### src/rtl/riscv_np_pkg.sv
// Shared types and constants for the RV32I pipeline ID/EX stage.
package riscv_np_pkg;

   localparam int XLEN   = 32;
   localparam int REG_AW = 5;

   typedef enum logic [1:0] {
      ALU_ADD = 2'b00,
      ALU_SUB = 2'b01,
      ALU_AND = 2'b10,
      ALU_OR  = 2'b11
   } alu_op_e;

   // Contents of the ID/EX pipeline register.
   typedef struct packed {
      logic              valid;
      logic [REG_AW-1:0] rs1;
      logic [REG_AW-1:0] rs2;
      logic [XLEN-1:0]   rs1_val;
      logic [XLEN-1:0]   rs2_val;
      logic [XLEN-1:0]   imm;
      logic              use_imm;
      alu_op_e           alu_op;
      logic [REG_AW-1:0] rd;
      logic              reg_write;
      logic              mem_read;
   } ex_regs_t;

   // The register file has no write-through, so a value being written back
   // this cycle is picked up here as the operand is captured. x0 is never bypassed.
   function automatic logic [XLEN-1:0] wb_bypass(input logic [REG_AW-1:0] rs,
                                                 input logic [XLEN-1:0]   rf_data,
                                                 input logic [REG_AW-1:0] wb_rd,
                                                 input logic              wb_we,
                                                 input logic [XLEN-1:0]   wb_result);
      return (wb_we && (wb_rd != '0) && (wb_rd == rs)) ? wb_result : rf_data;
   endfunction

endpackage

### src/rtl/id_ex_stage_if.sv
// Signal bundle between the pipeline and the ID/EX stage.
// master = surrounding pipeline, slave = the stage itself.
interface id_ex_stage_if;
   import riscv_np_pkg::*;

   // ID side
   logic              id_valid;
   logic [REG_AW-1:0] id_rs1;
   logic [REG_AW-1:0] id_rs2;
   logic [REG_AW-1:0] id_rd;
   logic [XLEN-1:0]   id_rs1_data;
   logic [XLEN-1:0]   id_rs2_data;
   logic [XLEN-1:0]   id_imm;
   logic              id_use_imm;
   alu_op_e           id_alu_op;
   logic              id_reg_write;
   logic              id_mem_read;
   // control from EX / MEM
   logic              flush;
   logic              hold;
   // forwarding sources
   logic [REG_AW-1:0] exm_rd;
   logic              exm_reg_write;
   logic [XLEN-1:0]   exm_result;
   logic [REG_AW-1:0] mwb_rd;
   logic              mwb_reg_write;
   logic [XLEN-1:0]   mwb_result;
   // EX side
   logic              ex_valid;
   logic [XLEN-1:0]   A;
   logic [XLEN-1:0]   B;
   alu_op_e           ALUOp;
   logic [XLEN-1:0]   ex_store_data;
   logic [REG_AW-1:0] ex_rd;
   logic              ex_reg_write;
   logic              ex_mem_read;
   logic              id_stall;

   modport master (
      output id_valid, id_rs1, id_rs2, id_rd, id_rs1_data, id_rs2_data, id_imm,
             id_use_imm, id_alu_op, id_reg_write, id_mem_read, flush, hold,
             exm_rd, exm_reg_write, exm_result, mwb_rd, mwb_reg_write, mwb_result,
      input  ex_valid, A, B, ALUOp, ex_store_data, ex_rd, ex_reg_write,
             ex_mem_read, id_stall
   );

   modport slave (
      input  id_valid, id_rs1, id_rs2, id_rd, id_rs1_data, id_rs2_data, id_imm,
             id_use_imm, id_alu_op, id_reg_write, id_mem_read, flush, hold,
             exm_rd, exm_reg_write, exm_result, mwb_rd, mwb_reg_write, mwb_result,
      output ex_valid, A, B, ALUOp, ex_store_data, ex_rd, ex_reg_write,
             ex_mem_read, id_stall
   );

endinterface

### src/rtl/id_ex_stage_fwd_mux.sv
// EX operand forwarding mux: EX/MEM beats MEM/WB beats the captured value.
module fwd_mux
   import riscv_np_pkg::*;
(
   input  logic [REG_AW-1:0] rs,
   input  logic [XLEN-1:0]   cap_val,
   input  logic [REG_AW-1:0] exm_rd,
   input  logic              exm_reg_write,
   input  logic [XLEN-1:0]   exm_result,
   input  logic [REG_AW-1:0] mwb_rd,
   input  logic              mwb_reg_write,
   input  logic [XLEN-1:0]   mwb_result,
   output logic [XLEN-1:0]   fwd_val
);

   // Pick the youngest producer of rs; x0 always reads the captured value.
   always_comb begin
      // NOTE: fwd_val gets a default before any branch so no path leaves it
      // unassigned, which would otherwise infer a latch.
      fwd_val = cap_val;
      if (exm_reg_write && (exm_rd != '0) && (exm_rd == rs))
         fwd_val = exm_result;
      else if (mwb_reg_write && (mwb_rd != '0) && (mwb_rd == rs))
         fwd_val = mwb_result;
   end

endmodule

### src/rtl/id_ex_stage.sv
// ID/EX pipeline register with load-use stall, flush/hold control and
// EX-side operand forwarding for the RV32I pipeline.
module id_ex_stage
   import riscv_np_pkg::*;
(
   input  logic         clk,
   input  logic         rst_n,
   id_ex_stage_if.slave bus
);

   ex_regs_t        ex_q;
   ex_regs_t        id_d;
   logic            lu;
   logic [XLEN-1:0] fwd_rs1;
   logic [XLEN-1:0] fwd_rs2;

   // A load in EX whose rd is read by the instruction in ID cannot be
   // forwarded in time; the consumer waits one cycle behind a bubble.
   assign lu = ex_q.valid && ex_q.mem_read && (ex_q.rd != '0) && bus.id_valid &&
               ((ex_q.rd == bus.id_rs1) || (ex_q.rd == bus.id_rs2));

   // A flush discards whatever ID holds, so there is nothing to stall for.
   assign bus.id_stall = (lu || bus.hold) && !bus.flush;

   // Assemble the next stage contents from ID, with writeback bypass on capture.
   always_comb begin
      id_d           = '0;
      id_d.valid     = bus.id_valid;
      id_d.rs1       = bus.id_rs1;
      id_d.rs2       = bus.id_rs2;
      id_d.rs1_val   = wb_bypass(bus.id_rs1, bus.id_rs1_data, bus.mwb_rd,
                                 bus.mwb_reg_write, bus.mwb_result);
      id_d.rs2_val   = wb_bypass(bus.id_rs2, bus.id_rs2_data, bus.mwb_rd,
                                 bus.mwb_reg_write, bus.mwb_result);
      id_d.imm       = bus.id_imm;
      id_d.use_imm   = bus.id_use_imm;
      id_d.alu_op    = bus.id_alu_op;
      id_d.rd        = bus.id_rd;
      id_d.reg_write = bus.id_reg_write;
      id_d.mem_read  = bus.id_mem_read;
   end

   // Stage register update: flush > hold > load-use bubble > capture.
   always_ff @(posedge clk or negedge rst_n) begin
      // NOTE: every field is cleared by reset, not only valid, so an in-flight
      // instruction leaves no stale rd/op visible on the outputs.
      if (!rst_n)
         ex_q <= '0;
      else if (bus.flush)
         // NOTE: sequential state uses non-blocking assignment so every
         // register samples pre-edge values regardless of statement order.
         ex_q.valid <= 1'b0;
      else if (bus.hold)
         ex_q <= ex_q;
      else if (lu)
         ex_q.valid <= 1'b0;
      else
         ex_q <= id_d;
   end

   fwd_mux u_fwd_rs1 (
      .rs            (ex_q.rs1),
      .cap_val       (ex_q.rs1_val),
      .exm_rd        (bus.exm_rd),
      .exm_reg_write (bus.exm_reg_write),
      .exm_result    (bus.exm_result),
      .mwb_rd        (bus.mwb_rd),
      .mwb_reg_write (bus.mwb_reg_write),
      .mwb_result    (bus.mwb_result),
      .fwd_val       (fwd_rs1)
   );

   fwd_mux u_fwd_rs2 (
      .rs            (ex_q.rs2),
      .cap_val       (ex_q.rs2_val),
      .exm_rd        (bus.exm_rd),
      .exm_reg_write (bus.exm_reg_write),
      .exm_result    (bus.exm_result),
      .mwb_rd        (bus.mwb_rd),
      .mwb_reg_write (bus.mwb_reg_write),
      .mwb_result    (bus.mwb_result),
      .fwd_val       (fwd_rs2)
   );

   assign bus.ex_valid      = ex_q.valid;
   assign bus.A             = fwd_rs1;
   assign bus.B             = ex_q.use_imm ? ex_q.imm : fwd_rs2;
   assign bus.ex_store_data = fwd_rs2;
   assign bus.ALUOp         = ex_q.alu_op;
   assign bus.ex_rd         = ex_q.rd;
   assign bus.ex_reg_write  = ex_q.reg_write && ex_q.valid;
   assign bus.ex_mem_read   = ex_q.mem_read && ex_q.valid;

endmodule

### src/flat_wrapper.sv
// flat-port wrapper written by rule: the top's interface ports become plain ports
module id_ex_stage_flat import riscv_np_pkg::*;
  (clk, rst_n, bus_id_valid, bus_id_rs1, bus_id_rs2, bus_id_rd, bus_id_rs1_data, bus_id_rs2_data, bus_id_imm, bus_id_use_imm, bus_id_alu_op, bus_id_reg_write, bus_id_mem_read, bus_flush, bus_hold, bus_exm_rd, bus_exm_reg_write, bus_exm_result, bus_mwb_rd, bus_mwb_reg_write, bus_mwb_result, bus_ex_valid, bus_A, bus_B, bus_ALUOp, bus_ex_store_data, bus_ex_rd, bus_ex_reg_write, bus_ex_mem_read, bus_id_stall);
  id_ex_stage_if bus_i ();
  input  logic clk;
  input  logic rst_n;
  input wire logic [$bits(bus_i.id_valid)-1:0] bus_id_valid;
  input wire logic [$bits(bus_i.id_rs1)-1:0] bus_id_rs1;
  input wire logic [$bits(bus_i.id_rs2)-1:0] bus_id_rs2;
  input wire logic [$bits(bus_i.id_rd)-1:0] bus_id_rd;
  input wire logic [$bits(bus_i.id_rs1_data)-1:0] bus_id_rs1_data;
  input wire logic [$bits(bus_i.id_rs2_data)-1:0] bus_id_rs2_data;
  input wire logic [$bits(bus_i.id_imm)-1:0] bus_id_imm;
  input wire logic [$bits(bus_i.id_use_imm)-1:0] bus_id_use_imm;
  input wire logic [$bits(bus_i.id_alu_op)-1:0] bus_id_alu_op;
  input wire logic [$bits(bus_i.id_reg_write)-1:0] bus_id_reg_write;
  input wire logic [$bits(bus_i.id_mem_read)-1:0] bus_id_mem_read;
  input wire logic [$bits(bus_i.flush)-1:0] bus_flush;
  input wire logic [$bits(bus_i.hold)-1:0] bus_hold;
  input wire logic [$bits(bus_i.exm_rd)-1:0] bus_exm_rd;
  input wire logic [$bits(bus_i.exm_reg_write)-1:0] bus_exm_reg_write;
  input wire logic [$bits(bus_i.exm_result)-1:0] bus_exm_result;
  input wire logic [$bits(bus_i.mwb_rd)-1:0] bus_mwb_rd;
  input wire logic [$bits(bus_i.mwb_reg_write)-1:0] bus_mwb_reg_write;
  input wire logic [$bits(bus_i.mwb_result)-1:0] bus_mwb_result;
  output wire logic [$bits(bus_i.ex_valid)-1:0] bus_ex_valid;
  output wire logic [$bits(bus_i.A)-1:0] bus_A;
  output wire logic [$bits(bus_i.B)-1:0] bus_B;
  output wire logic [$bits(bus_i.ALUOp)-1:0] bus_ALUOp;
  output wire logic [$bits(bus_i.ex_store_data)-1:0] bus_ex_store_data;
  output wire logic [$bits(bus_i.ex_rd)-1:0] bus_ex_rd;
  output wire logic [$bits(bus_i.ex_reg_write)-1:0] bus_ex_reg_write;
  output wire logic [$bits(bus_i.ex_mem_read)-1:0] bus_ex_mem_read;
  output wire logic [$bits(bus_i.id_stall)-1:0] bus_id_stall;
  assign bus_i.id_valid = bus_id_valid;
  assign bus_i.id_rs1 = bus_id_rs1;
  assign bus_i.id_rs2 = bus_id_rs2;
  assign bus_i.id_rd = bus_id_rd;
  assign bus_i.id_rs1_data = bus_id_rs1_data;
  assign bus_i.id_rs2_data = bus_id_rs2_data;
  assign bus_i.id_imm = bus_id_imm;
  assign bus_i.id_use_imm = bus_id_use_imm;
  assign bus_i.id_alu_op = bus_id_alu_op;
  assign bus_i.id_reg_write = bus_id_reg_write;
  assign bus_i.id_mem_read = bus_id_mem_read;
  assign bus_i.flush = bus_flush;
  assign bus_i.hold = bus_hold;
  assign bus_i.exm_rd = bus_exm_rd;
  assign bus_i.exm_reg_write = bus_exm_reg_write;
  assign bus_i.exm_result = bus_exm_result;
  assign bus_i.mwb_rd = bus_mwb_rd;
  assign bus_i.mwb_reg_write = bus_mwb_reg_write;
  assign bus_i.mwb_result = bus_mwb_result;
  assign bus_ex_valid = bus_i.ex_valid;
  assign bus_A = bus_i.A;
  assign bus_B = bus_i.B;
  assign bus_ALUOp = bus_i.ALUOp;
  assign bus_ex_store_data = bus_i.ex_store_data;
  assign bus_ex_rd = bus_i.ex_rd;
  assign bus_ex_reg_write = bus_i.ex_reg_write;
  assign bus_ex_mem_read = bus_i.ex_mem_read;
  assign bus_id_stall = bus_i.id_stall;
  id_ex_stage u_core (.clk(clk), .rst_n(rst_n), .bus(bus_i));
endmodule
### config.mk
export PLATFORM = sky130hd
export DESIGN_NAME = id_ex_stage_flat
export DESIGN_NICKNAME = d
export VERILOG_FILES = /design/src/rtl/riscv_np_pkg.sv /design/src/rtl/id_ex_stage_if.sv /design/src/rtl/id_ex_stage_fwd_mux.sv /design/src/rtl/id_ex_stage.sv /design/src/flat_wrapper.sv
export SDC_FILE = /design/constraint.sdc
export NUM_CORES = 1
export LEC_CHECK = 0
export ABC_AREA = 1
export BUFFER_PORTS_ARGS = -buffer_cell sky130_fd_sc_hd__clkbuf_2
export CORE_MARGIN = 5
export CORE_UTILIZATION = 40
export CTS_CLUSTER_SIZE = 30
export DETAILED_ROUTE_END_ITERATION = 8
export GPL_TIMING_DRIVEN = 0
export PLACE_DENSITY = 0.8
export RECOVER_POWER = 25
export SYNTH_ARGS = -nofsm -noshare
export SYNTH_HDL_FRONTEND = slang
export SYNTH_SLANG_ARGS = --single-unit
### constraint.sdc
create_clock -name clk -period 1.6 [get_ports clk]
set_input_delay 0.08 -clock clk [delete_from_list [all_inputs] [get_ports clk]]
set_output_delay 0.08 -clock clk [all_outputs]
set_load 0.005 [all_outputs]
==> results by group <==
Synth
  • Distinct cell type count after synthesis: 25
  • Area share of the largest cell type after synthesis: 34.1%
  • Number of synthesized register bits: 117
  • Cell type with the highest aggregate area in the netlist: sky130_fd_sc_hd__dfrtp_1
  • Main area contributors after synthesis: sky130_fd_sc_hd__dfrtp_1 34%, sky130_fd_sc_hd__nand2_1 26%, sky130_fd_sc_hd__nand3_1 18%, sky130_fd_sc_hd__nand3b_1 5.7%, sky130_fd_sc_hd__buf_2 3.3%
  • Count of yosys warnings during synthesis: 0
  • Synth Net Count: 1,540
  • Mapped Cells: 1,343
  • Syn Std Cell Area: 8580 um2
  • Synthesized area divided by synthesized cell count: 6.39 um2
  • Share of synthesized area occupied by flip-flops and latches: 34.1%

Critical path
  • Cell-by-cell listing of the critical path: xor2_1, nor2_4, buf_4, clkbuf_4, nand3b_1, nand3_4, nand2_1, buf_2
  • Critical path capture point type: primary output
  • Startpoint type of the worst setup path: flip-flop
  • Biggest fanout along the worst timing path: 10
  • Largest stage delay on the critical path: 0.45 ns
  • Crit path launch: u_core.ex_q[110]$_DFFE_PN0P_
  • Crit path arrival time: 2.21 ns
  • Required time of the critical path: 1.52 ns
  • Critical path start-end classification: reg -> out
  • R2R Path End: u_core.ex_q[91]$_DFFE_PN0P_
  • Standard cell with the maximum stage delay on the critical path: sky130_fd_sc_hd__dfrtp_1
  • Launching point of the worst reg2reg path: u_core.bus.ex_rd[0]$_DFFE_PN0P_
  • Register-to-register setup slack: -0.39 ns
  • Worst R2R Path Depth: 13
  • End point of the critical path: bus_B[22]

Timing
  • Endpoints failing hold: 0
  • Transition time at the pin with the least slew margin: 1.29 ns
  • Tightest slew margin relative to the limit: 14.2%
  • Final Max Slew Viols: 0
  • Final worst-path cycle share: 143%
  • Unrepaired setup endpoints after global routing: yes
  • Worst clock skew: 0.0118 ns
  • Post-layout min period: 2.29 ns
  • Count of endpoints failing setup in the final report: 214
  • Max Fclk: 0.436 GHz
  • Final setup margin: -0.691 ns

Routing
  • Final wirelength: 45,400 um
  • Total DRC errors in the routed layout: 0
  • Initial DRT Pass Iterations: 8
  • Vias/cell: 5.78
  • WL/cell: 21.5 um
  • Starting DRC count in detailed routing: 1,151
  • Final antenna-violating net count: 0
  • Via count: 12,200

Layout
  • Area taken by multi-input logic gates: 6620 um2
  • Util after Layout: 72.6%
  • Seq. cell area: 2940 um2
  • Fill cell total of the finished layout: 1,524
  • Most common cell after layout, fill and taps aside: sky130_fd_sc_hd__nand2_1
  • Commonest cells after routing, fill and taps aside: 416 x sky130_fd_sc_hd__nand2_1, 284 x sky130_fd_sc_hd__clkbuf_2, 166 x sky130_fd_sc_hd__nand3_1
  • Ratio of cells with drive above 1 in the final layout: 47.7%
  • Number of nets at the end of the flow: 2,019
  • Area Growth Syn to Fin: 78.3%
  • Number of inserted diodes: 0

Floorplanning
  • IO Count: 304
  • Standard-cell row count: 53
  • Area of the die: 24,500 um2
  • Effective utilization at floorplan: 40.7%
  • Die Span Y: 156 um
  • Overall die width: 156 um
  • Floorplan Core Area: 21,100 um2

Place
  • Detail Placement HPWL: 27,400 um
  • Final weighted congestion in routability-driven placement: 0.926
  • Number of port buffers: 298
  • Post-placement worst setup slack: -0.907 ns

Power and ir drop
  • P_int: 7.79 mW
  • Fraction of power spent switching nets: 36.9%
  • Reg power frac: 30.2%
  • Worst VDD drop: 0.736 mV
  • Post-route total power: 12.3 mW
  • Leakage power summed over all cells: 8.11 nW
  • Power density of the placed cells: 806 nW/um2
  • Share of total power in the clock network: 31.4%
  • Switching Power: 4.56 mW
  • Combinational cell fraction of total power: 38.5%

Global route
  • Met1 GRT Util: 40.6%
  • Initial antenna violation count: 2
  • Largest net degree at the start of global routing: 75
  • First-pass GRT wire length: 64,000 um
  • Met3 Use GR: 8.08%
  • Most used routing layer: met2
  • Met2 GRT Util: 55.4%
  • GRT Util Overall: 33.5%
  • Remaining global-route overflow: 0
  • Via count of the first global-routing pass: 11,900

CTS
  • Deepest clock path buffer count: 2
  • Clock tree from TritonCTS: done
  • H-tree depth reported by CTS: 4
  • Clk_lat worst skew: 0.44 ns
  • Clk Tree Root Cell: sky130_fd_sc_hd__clkbuf_16
  • Clock transition at the register clock pins on the worst setup and hold paths after CTS: 0.07 ns
  • Inserted Clock Buffers: 17
  • TritonCTS Sinks: 117

Hold path
  • Class of the tightest hold or removal check: in -> reg

Run
  • Max Cap Violations: 0

Status
  • Violated checks: negative setup slack
  • Outcome: finished with violations
cell usage after synthesis (all sizes together):
cell and count:
a21oi 3, nand4 1, nor2 20, xor2 15
nor3 3, nand3 317, buf 84, xnor2 15
and2 32, o21ai 2, inv 54, nand2 592
dfrtp 117, clkinv 1, clkbuf 22, nand3b 65
sequential cells by signal, summed over array words and instances (netlist names):
| register | cells |
|---|---|
| u_core.bus.ALUOp | 2 |
| u_core.bus.ex_rd | 5 |
| u_core.bus.ex_valid | 1 |
| u_core.ex_q | 109 |
power by group through the flow:
stage          registers (mW)  clock network, mW  logic [mW]
2_1_floorplan            3.57                  0        1.72
3_3_place_gp             3.62                  0        3.09
3_5_place_dp             3.63                  0        3.15
4_1_cts                  3.64               3.86        4.13
5_1_grt                  3.75               4.00        5.03
6_report                 3.72               3.87        4.75
routing by layer:
| layer | routed length [um] | vias up |
|---|---|---|
| met5 | 31 | - |
| met1 | 16000 | 5682 |
| met4 | 3060 | 4 |
| li1 | - | 5278 |
| met2 | 21600 | 950 |
| met3 | 4710 | 275 |
per-stage QoR:
| stage | TNS (ns) | std cells | instance area (um2) | hold slack [ns] |
|---|---|---|---|---|
| after global placement | -280.03 | 1916 | 10400 | 0.308 |
| final | -91.44 | 2109 | 15300 | 0.0100 |
| after detailed placement | -120.21 | 1917 | 10500 | 0.0435 |
| after CTS | -85.12 | 2101 | 14200 | 0.00256 |
| after floorplan | 0 | 1343 | 8580 | -0.216 |
| after global routing | -115.39 | 2109 | 15300 | 0.00325 |
kinds of logic (layout without fill, tap and decap cells):
group / after synthesis / in the layout / synth area share, %
and+or+nand+nor: 1030 / 1031 / 53.9
buffers and inverters: 161 / 651 / 8.51
DFF: 117 / 117 / 34.1
xor gates and xnor gates: 30 / 30 / 3.06
AOI/OAI and AO/OA: 5 / 5 / 0.423
area by class of cell:
type / instances / share of cell area, %
Buffer: 100 / 5.97
Clock buffer: 17 / 2.78
Clock inverter: 14 / 1.02
Inverter: 55 / 1.44
Multi-Input combinational cell: 1066 / 43.3
Sequential cell: 117 / 19.2
Tap cell: 275 / 2.25
Timing Repair Buffer: 465 / 24.1
timing repair:
action	CTS	global route
hold buffers	94	0
setup endpoints to repair	214	214
pin swaps	121	125
cloned	23	6
hold endpoints to repair	135	0
setup buffers	39	10
resized for setup	387	279
worst min path at each step:
stage,start,endpoint,slack (ns),depth (start not counted)
floorplan,rst_n,u_core.bus.ALUOp[0]$_DFFE_PN0P_,-0.22,0
global placement,bus_id_rd[2],u_core.bus.ex_rd[2]$_DFFE_PN0P_,0.31,3
detailed placement,rst_n,u_core.ex_q[82]$_DFFE_PN0P_,0.04,1
CTS,bus_id_rs2_data[21],u_core.ex_q[63]$_DFFE_PN0P_,0.003,5
global route,bus_id_rs2_data[21],u_core.ex_q[63]$_DFFE_PN0P_,0.003,5
finish,bus_id_rs2_data[21],u_core.ex_q[63]$_DFFE_PN0P_,0.01,5
worst max-delay path: cells and delay by family, from the launching register on:
kind,cells,cell delay [ns]
simple gates,4,0.59
buf+inv,3,0.51
flops,1,0.45
xor+xnor,1,0.22
No activity file was read; power rests on OpenSTA's default activity.
